===== src/rtl/frame_config_loader.sv =====
// Streams a header plus one data word per frame into a tile column's frame latches, strobing
// one FrameStrobe line per frame. Define FRAME_LOADER_CRC_EN to require an XOR trailer word.
module frame_config_loader #(
  parameter int unsigned FrameBitsPerRow = 32,
  parameter int unsigned MaxFramesPerCol = 20,
  parameter int unsigned StrobeCycles    = 2,
  parameter logic [7:0]  SyncByte        = 8'hFA
) (
  input  logic                       CLK,
  input  logic                       resetn,
  input  logic [FrameBitsPerRow-1:0] s_data,
  input  logic                       s_valid,
  output logic                       s_ready,
  output logic [FrameBitsPerRow-1:0] FrameData,
  output logic [MaxFramesPerCol-1:0] FrameStrobe,
  output logic                       busy,
  output logic                       done,
  output logic                       err,
  input  logic                       err_clr
);

`ifdef FRAME_LOADER_CRC_EN
  typedef enum logic [2:0] {StIdle, StLoad, StSetup, StStrobe, StHold, StChk} state_e;
`else
  typedef enum logic [2:0] {StIdle, StLoad, StSetup, StStrobe, StHold} state_e;
`endif

  state_e                     state_q, state_d;
  logic [4:0]                 idx_q, idx_d;
  logic [4:0]                 rem_q, rem_d;
  logic [3:0]                 cnt_q, cnt_d;
  logic [FrameBitsPerRow-1:0] data_q, data_d;
  logic [MaxFramesPerCol-1:0] strobe_q, strobe_d;
  logic                       done_q, done_d;
  logic                       err_q, err_d;
  logic                       err_set;
  logic [5:0]                 hdr_end;
  logic                       hdr_ok;
`ifdef FRAME_LOADER_CRC_EN
  logic [FrameBitsPerRow-1:0] crc_q, crc_d;
`endif

  // One past the last frame touched; 6 bits so start+cnt+1 cannot wrap.
  assign hdr_end = {1'b0, s_data[20:16]} + {1'b0, s_data[12:8]} + 6'd1;
  assign hdr_ok  = (s_data[31:24] == SyncByte) && (hdr_end <= 6'(MaxFramesPerCol));

  always_comb begin
    state_d  = state_q;
    idx_d    = idx_q;
    rem_d    = rem_q;
    cnt_d    = cnt_q;
    data_d   = data_q;
    strobe_d = '0;
    done_d   = 1'b0;
    err_set  = 1'b0;
    s_ready  = 1'b0;
`ifdef FRAME_LOADER_CRC_EN
    crc_d    = crc_q;
`endif
    case (state_q)
      StIdle: begin
        s_ready = 1'b1;
        if (s_valid) begin
          if (hdr_ok) begin
            idx_d   = s_data[20:16];
            rem_d   = s_data[12:8];
            state_d = StLoad;
`ifdef FRAME_LOADER_CRC_EN
            crc_d   = '0;
`endif
          end else begin
            err_set = 1'b1;
          end
        end
      end
      StLoad: begin
        s_ready = 1'b1;
        if (s_valid) begin
          data_d  = s_data;
          state_d = StSetup;
`ifdef FRAME_LOADER_CRC_EN
          crc_d   = crc_q ^ s_data;
`endif
        end
      end
      StSetup: begin
        strobe_d[idx_q] = 1'b1;
        cnt_d           = 4'(StrobeCycles - 1);
        state_d         = StStrobe;
      end
      StStrobe: begin
        if (cnt_q == 4'd0) begin
          state_d = StHold;
        end else begin
          cnt_d    = cnt_q - 4'd1;
          strobe_d = strobe_q;
        end
      end
      StHold: begin
        if (rem_q == 5'd0) begin
`ifdef FRAME_LOADER_CRC_EN
          state_d = StChk;
`else
          state_d = StIdle;
          done_d  = 1'b1;
`endif
        end else begin
          idx_d   = idx_q + 5'd1;
          rem_d   = rem_q - 5'd1;
          state_d = StLoad;
        end
      end
`ifdef FRAME_LOADER_CRC_EN
      StChk: begin
        s_ready = 1'b1;
        if (s_valid) begin
          state_d = StIdle;
          if (s_data == crc_q) done_d  = 1'b1;
          else                 err_set = 1'b1;
        end
      end
`endif
      default: state_d = StIdle;
    endcase
    // A new error outranks a clear in the same cycle.
    err_d = err_set | (err_q & ~err_clr);
  end

  always_ff @(posedge CLK or negedge resetn) begin
    if (!resetn) begin
      state_q  <= StIdle;
      idx_q    <= '0;
      rem_q    <= '0;
      cnt_q    <= '0;
      data_q   <= '0;
      strobe_q <= '0;
      done_q   <= 1'b0;
      err_q    <= 1'b0;
`ifdef FRAME_LOADER_CRC_EN
      crc_q    <= '0;
`endif
    end else begin
      state_q  <= state_d;
      idx_q    <= idx_d;
      rem_q    <= rem_d;
      cnt_q    <= cnt_d;
      data_q   <= data_d;
      strobe_q <= strobe_d;
      done_q   <= done_d;
      err_q    <= err_d;
`ifdef FRAME_LOADER_CRC_EN
      crc_q    <= crc_d;
`endif
    end
  end

  assign FrameData   = data_q;
  assign FrameStrobe = strobe_q;
  assign busy        = (state_q != StIdle);
  assign done        = done_q;
  assign err         = err_q;

endmodule

===== config.mk =====
export PLATFORM = sky130hd
export DESIGN_NAME = frame_config_loader
export DESIGN_NICKNAME = d
export VERILOG_FILES = /design/src/rtl/frame_config_loader.sv
export SDC_FILE = /design/constraint.sdc
export NUM_CORES = 1
export LEC_CHECK = 0
export BUFFER_PORTS_ARGS = -buffer_cell sky130_fd_sc_hd__buf_2
export CAP_MARGIN = 40
export CORE_ASPECT_RATIO = 0.5
export CORE_MARGIN = 8
export CORE_UTILIZATION = 45
export DETAILED_ROUTE_END_ITERATION = 8
export GPL_TIMING_DRIVEN = 0
export PLACE_DENSITY = 0.75
export REMOVE_ABC_BUFFERS = 1
export SYNTH_ARGS = -nofsm -noshare
export SYNTH_HDL_FRONTEND = slang
export SYNTH_SLANG_ARGS = --single-unit

===== constraint.sdc =====
create_clock -name CLK -period 2.9 [get_ports CLK]
set_input_delay 0.58 -clock CLK [delete_from_list [all_inputs] [get_ports CLK]]
set_output_delay 0.58 -clock CLK [all_outputs]
set_load 0.01 [all_outputs]

==> metrics, run 1 <==
Core ar. 0.00729 mm^2; f_max 0.380 GHz; Max IR drop VDD 0.577 mV; CP endpoint kind flip-flop; minimum clock period 2.63 ns; # placed instances 459; IO Pins 92; Synth top cells by count dfrtp_1 (71), mux2_2 (32), nand2_1 (21), a22o_1 (18), ha_1 (13); DR vias 2590; Ys Warns 0; post-synth top area cell dfrtp_1; share of cells above drive strength 1 40.3%; Post-Syn Instances 286; Worst path max stage delay 0.49 ns; distinct cell type count after synthesis 48; vias in the first global route 2772; Num CTS Buffers 9; Critical Path RT 3.09 ns; clk root buf clkbuf_16; Total Routing Usage GR 15.7%; Buf/Inv on CP 1; CTS tree yes; clock latency on the worst-skew pair 0.33 ns; largest net degree at the start of global routing 72; DRC viols 0; Die Ht 77.3 um; DRT iter0 DRCs 184; pwr/cell area 1020 mW/mm^2; count leader, synth dfrtp_1; initial antenna violation count 0; global-route wire length before repair 13.8 mm; mean area per synthesized cell 11.8 um^2; Port Buffers 91; Synth Register Bits 71; Layout area overhead 24.0%; WP data arrival 2.82 ns; post-route insts no fill 476; RSZ-0062 raised after global routing no; ys async rst share 100%; DP Area 0.00388 mm^2; H-Tree Depth 3; worst clock skew 0.00451 ns; commonest register cell after synthesis dfrtp_1; slowest CP cell a211oi_4; Max Slew Vio Count 0; slew margin rel. 50.7%; Syn Std Cell Area 0.00338 mm^2; Design Area, Final 0.00419 mm^2; drt total wl 8.19 mm; leakage 1.99 nW; Final Cycle Share 90.8%; n_diodes 0; via/cell ratio 5.44; CP Launch Point s_data[9]; Slew @ Worst Pin 0.739 ns; Post-DRT Antenna Nets 0; reg2reg start state_q[0]; chip width 139 um; dpl hpwl 6.07 mm; crit-path cells buf_2, ha_1, nor2b_4, o21a_1, a311o_1, a211oi_4, or2_1, a22oi_1; # setup viols final 0; maxcap violations 0; final hold viol count 0; clk sink count 71; initial core utilization 46.3%; number of flops mapped to enable cells by yosys 0; drt pass-1 iters 4; DIE AREA 0.0107 mm^2; outcome completed; share of the synthesized area in the top cell type 52.6%; Worst-path clk slew 0.06 ns; routed len/inst 17.2 um; Rows 22; total gr overflow 0; worst hold path type in2async; RD Place Congestion 0.721; family with the most delay on the worst path compound AO/OA/AOI/OAI gates; ranking of synthesized cells by area dfrtp_1 (53%), mux2_2 (11%), ha_1 (4.8%); Seq/Total Area, Yosys 52.6%; CP max FO 11; startpoint types input pin; r2r setup slk 0.55 ns; Crit Path Class in2reg; Max Buffers Root-to-Sink 2; fin nets 424
per-stage QoR:
step / TNS (ns) / power (W) / hold slack (ns) / worst slack (ns) / utilization (%)
global route: 0 / 0.00454 / 0.282 / 0.117 / 57.5
detailed placement: -1.46 / 0.00327 / 0.478 / -0.188 / 53.2
CTS: 0 / 0.00429 / 0.407 / 0.130 / 57.0
global placement: -0.524 / 0.00311 / 0.468 / -0.0932 / 52.6
floorplan: 0 / 0.00262 / 0.284 / 0.316 / -
finish: 0 / 0.00426 / 0.239 / 0.267 / 57.5
sequential cells by signal, summed over array words and instances (netlist names):
signal / flops
FrameData: 32
FrameStrobe: 20
idx_q: 5
rem_q: 5
cnt_q: 4
state_q: 3
done: 1
err: 1
repair_timing:
item / 4_1_cts / 5_1_grt
setup endpoints to repair: 0 / 10
resized for setup: 0 / 1
hold buffers: 0 / 0
setup buffers: 0 / 0
routing by layer:
layer  up-vias  GRT usage, %  part of all wire (%)
met5         -             0                     0
met1      1278          18.1                    42
met4         0          5.06                  0.76
met2        82          27.6                    52
li1       1224             -                     -
met3         6          4.67                   5.6
placed cells by master, fill, tap and decap left out, drive strengths merged, types with 4 or more instances in the layout:
cell,count
nand2,21
a22o,18
nand3,4
ha,13
a21oi,7
clkbuf,9
mux2,32
a211oi,5
o21ai,10
nor2,12
o22ai,5
buf,95
and3,4
o21a,7
dfrtp,71
and2,5
inv,11
clkinvlp,4
nor3,11
power breakdown:
| group | total [W] | internal (W) | leakage (nW) | switching [W] |
|---|---|---|---|---|
| sequential | 0.00165 | 0.00136 | 0.892 | 0.000290 |
| combinational | 0.00161 | 0.000757 | 0.974 | 0.000851 |
| clock | 0.000997 | 0.000577 | 0.124 | 0.000420 |
| total | 0.00426 | 0.00269 | 1.99 | 0.00156 |
kinds of logic (layout without fill, tap and decap cells):
kind of cell | after synthesis | after routing | share of synthesized area (%)
muxes | 32 | 32 | 10.7
xor gates and xnor gates | 2 | 2 | 0.518
and+or+nand+nor | 76 | 76 | 12.3
adders and majority gates | 13 | 13 | 4.81
AOI/OAI and AO/OA | 65 | 65 | 14.4
buffers and inverters | 27 | 121 | 4.74
DFF | 71 | 71 | 52.6
worst reg2reg max path: stages (launching register included):
cell     delay [ns]
dfrtp_1        0.46
nor2_1         0.26
nand2_1        0.30
nor2_1         0.59
or2_1          0.45
a22oi_1        0.15
final timing paths:
check	end	cells after the start
max	idx_q[2]	8
min in group CLK	err	2
min reg2reg	FrameStrobe[13]	2
max in group asynchronous	FrameStrobe[18]	2
min	FrameData[10]	2
max reg2reg	idx_q[2]	5
layout make-up:
cell class / count / area [um^2]
Timing Repair Buffer: 95 / 529
Multi-Input combinational cell: 188 / 1460
Fill cell: 608 / 3100
Tap cell: 96 / 120
Clock inverter: 7 / 48.8
Clock buffer: 9 / 225
Sequential cell: 71 / 1780
Inverter: 10 / 37.5
No activity file was read; power rests on OpenSTA's default activity.
==> run 2, diff against run 1 <==
ABC_AREA = 1   (was unset)
==> metrics, run 2 <==
outcome completed; count leader, synth nand2_1; startpoint types flip-flop; most frequent cells in the layout nand2_1 (97), buf_2 (90), dfrtp_1 (71), o21ai_0 (41), inv_1 (31); Rows 22 (unchanged); Largest register FFs 32 (unchanged); initial core utilization 46.6% (+0.30 points); mean area per synthesized cell 9.58 um^2 (-19%); vias in the first global route 2739 (-1.2%); Sw Pwr 0.00151 W (-3.3%); dpl hpwl 5.77 mm (-4.8%); Sw Ratio 35.5% (-1.2 points); DIE AREA 0.0109 mm^2 (+1.5%); Worst-path clk slew 0.06 ns (about the same); Syn Std Cell Area 0.00344 mm^2 (+1.8%); ys async rst share 100% (unchanged); CP endpoint kind flip-flop; Ys Warns 0 (unchanged); clk sink count 71 (unchanged); Synth Register Bits 71 (unchanged); # setup viols final 0 (unchanged); Core ar. 0.00738 mm^2 (+1.1%); f_max 0.436 GHz (+15%); Port Buffers 91 (unchanged); worst clock skew 0.00601 ns (+0.00150 ns); Max IR drop VDD 0.515 mV (-11%); Critical Path RT 3.11 ns (+0.02 ns); pwr/cell area 997 mW/mm^2 (-1.8%); Design Area, Final 0.00427 mm^2 (+1.8%); distinct cell type count after synthesis 27 (-44%); DR vias 2714 (+4.8%); fill count 655 (+7.7%); CP max FO 12 (+1); drt pass-1 iters 4 (unchanged); largest net degree at the start of global routing 48 (-33%); clock share of power 25.8% (+2.4 points); setup bufs post-CTS 0 (unchanged); drt total wl 8.07 mm (-1.5%); Synth top cells by count nand2_1 (97), dfrtp_1 (71), o21ai_0 (41), inv_1 (31); P_int 0.00274 W (+1.8%); chip width 140 um (+0.78%); Reg power frac 36.9% (-1.9 points); Crit Path Class reg2reg; maxcap violations 0 (unchanged); Post-DRT Antenna Nets 0 (unchanged); RD Place Congestion 0.789 (+9.5%); global-route wire length before repair 13.5 mm (-2.4%); initial antenna violation count 0 (unchanged); Num CTS Buffers 9 (unchanged); minimum clock period 2.29 ns (-0.339 ns); slew margin rel. 42.1% (-8.6 points); Post-Syn Instances 359 (+26%); share of cells above drive strength 1 32.7% (-7.5 points); Seq/Total Area, Yosys 51.6% (-0.92 points); commonest register cell after synthesis dfrtp_1; total gr overflow 0 (unchanged); WP data arrival 2.51 ns (-0.31 ns); RSZ-0062 raised after global routing no; post-synth top area cell dfrtp_1; DRT iter0 DRCs 139 (-24%); Logic pwr share 37.3% (-0.5 points); H-Tree Depth 3 (unchanged); via/cell ratio 4.93 (-9.5%); routed len/inst 14.6 um (-15%); IO Pins 92 (unchanged); DRC viols 0 (unchanged); number of flops mapped to enable cells by yosys 0 (unchanged); Die Ht 77.8 um (+0.70%); n_diodes 0 (unchanged); most common cell after layout, fill and taps aside nand2_1; Layout area overhead 24.0% (about the same); CTS tree yes; Post-CTS Hold Buffers 0 (unchanged); final hold viol count 0 (unchanged); Max Buffers Root-to-Sink 2 (unchanged); leakage 2.33 nW (+17%); DP Area 0.00397 mm^2 (+2.2%); fin nets 500 (+18%); Setup TNS 0 ns (unchanged); ranking of synthesized cells by area dfrtp_1 (52%), nand2_1 (11%), mux2_4 (9.6%); worst hold path type in2async; post-cts sizing count 0 (unchanged); Total Routing Usage GR 15.3% (-0.42 points); Final Cycle Share 79.1% (-12 points); Slew @ Worst Pin 0.862 ns (+0.123 ns); Max Slew Vio Count 0 (unchanged); share of the synthesized area in the top cell type 51.6% (-0.92 points); clk root buf clkbuf_16; clock latency on the worst-skew pair 0.33 ns (about the same)
-- run 2: logic make-up after synthesis --
group | synth area share, %
simple gates | 19.1
xor+xnor | 0.509
flops | 51.6
buf+inv | 6.25
mux | 9.93
fa+ha+maj | 4.73
compound gates | 7.89
-- run 2: cell type report --
type,instances,area (um^2),area share (%)
Multi-Input combinational cell,240,1450,33.9
Inverter,37,139,3.25
Timing Repair Buffer,92,485,11.4
Sequential cell,71,1780,41.6
Tap cell,96,120,2.81
Clock buffer,11,253,5.92
Clock inverter,4,45.0,1.06
-- run 2: stage by stage --
step	hold WS, ns	utilization (%)	std cells	total power, W	worst slack (ns)
2_1_floorplan	0.284	-	348	0.00262	0.990
3_3_place_gp	0.453	53.4	535	0.00312	0.622
3_5_place_dp	0.454	53.8	536	0.00317	0.591
4_1_cts	0.168	57.9	551	0.00430	0.652
5_1_grt	0.176	57.9	551	0.00456	0.379
6_report	0.161	57.9	551	0.00425	0.605
-- run 2: path summary, 6_finish.rpt --
kind | startpoint | slack [ns] | to | depth (start not counted)
max reg2reg | state_q[0] | 0.61 | rem_q[2] | 8
max in group asynchronous | resetn | 2.20 | FrameStrobe[0] | 2
min | resetn | 0.16 | FrameData[9] | 1
min reg2reg | cnt_q[3] | 0.47 | cnt_q[3] | 1
max | state_q[0] | 0.61 | rem_q[2] | 8
min in group CLK | err_clr | 0.44 | err | 2
-- run 2: layer usage --
layer	track usage, %	part of all wire [%]	up-vias
met5	0	0	-
met4	5.05	1.0	0
met3	4.70	6.1	8
met2	26.2	50	70
met1	18.3	43	1290
li1	-	-	1346
-- run 2: critical path: stages, from the launching register on --
cell,delay [ns]
dfrtp_1,0.42
nor2_1,0.16
nand2_1,0.25
inv_2,0.26
nand2_1,0.10
o21ai_1,0.47
nand2_2,0.32
nand2_1,0.14
nand2_1,0.06
-- run 2: power groups by stage --
stage / registers, W / clock network [W] / logic, W
6_report: 0.00157 / 0.00110 / 0.00159
2_1_floorplan: 0.00167 / 0 / 0.000945
4_1_cts: 0.00157 / 0.00112 / 0.00161
3_3_place_gp: 0.00156 / 0 / 0.00155
5_1_grt: 0.00161 / 0.00116 / 0.00178
3_5_place_dp: 0.00158 / 0 / 0.00160
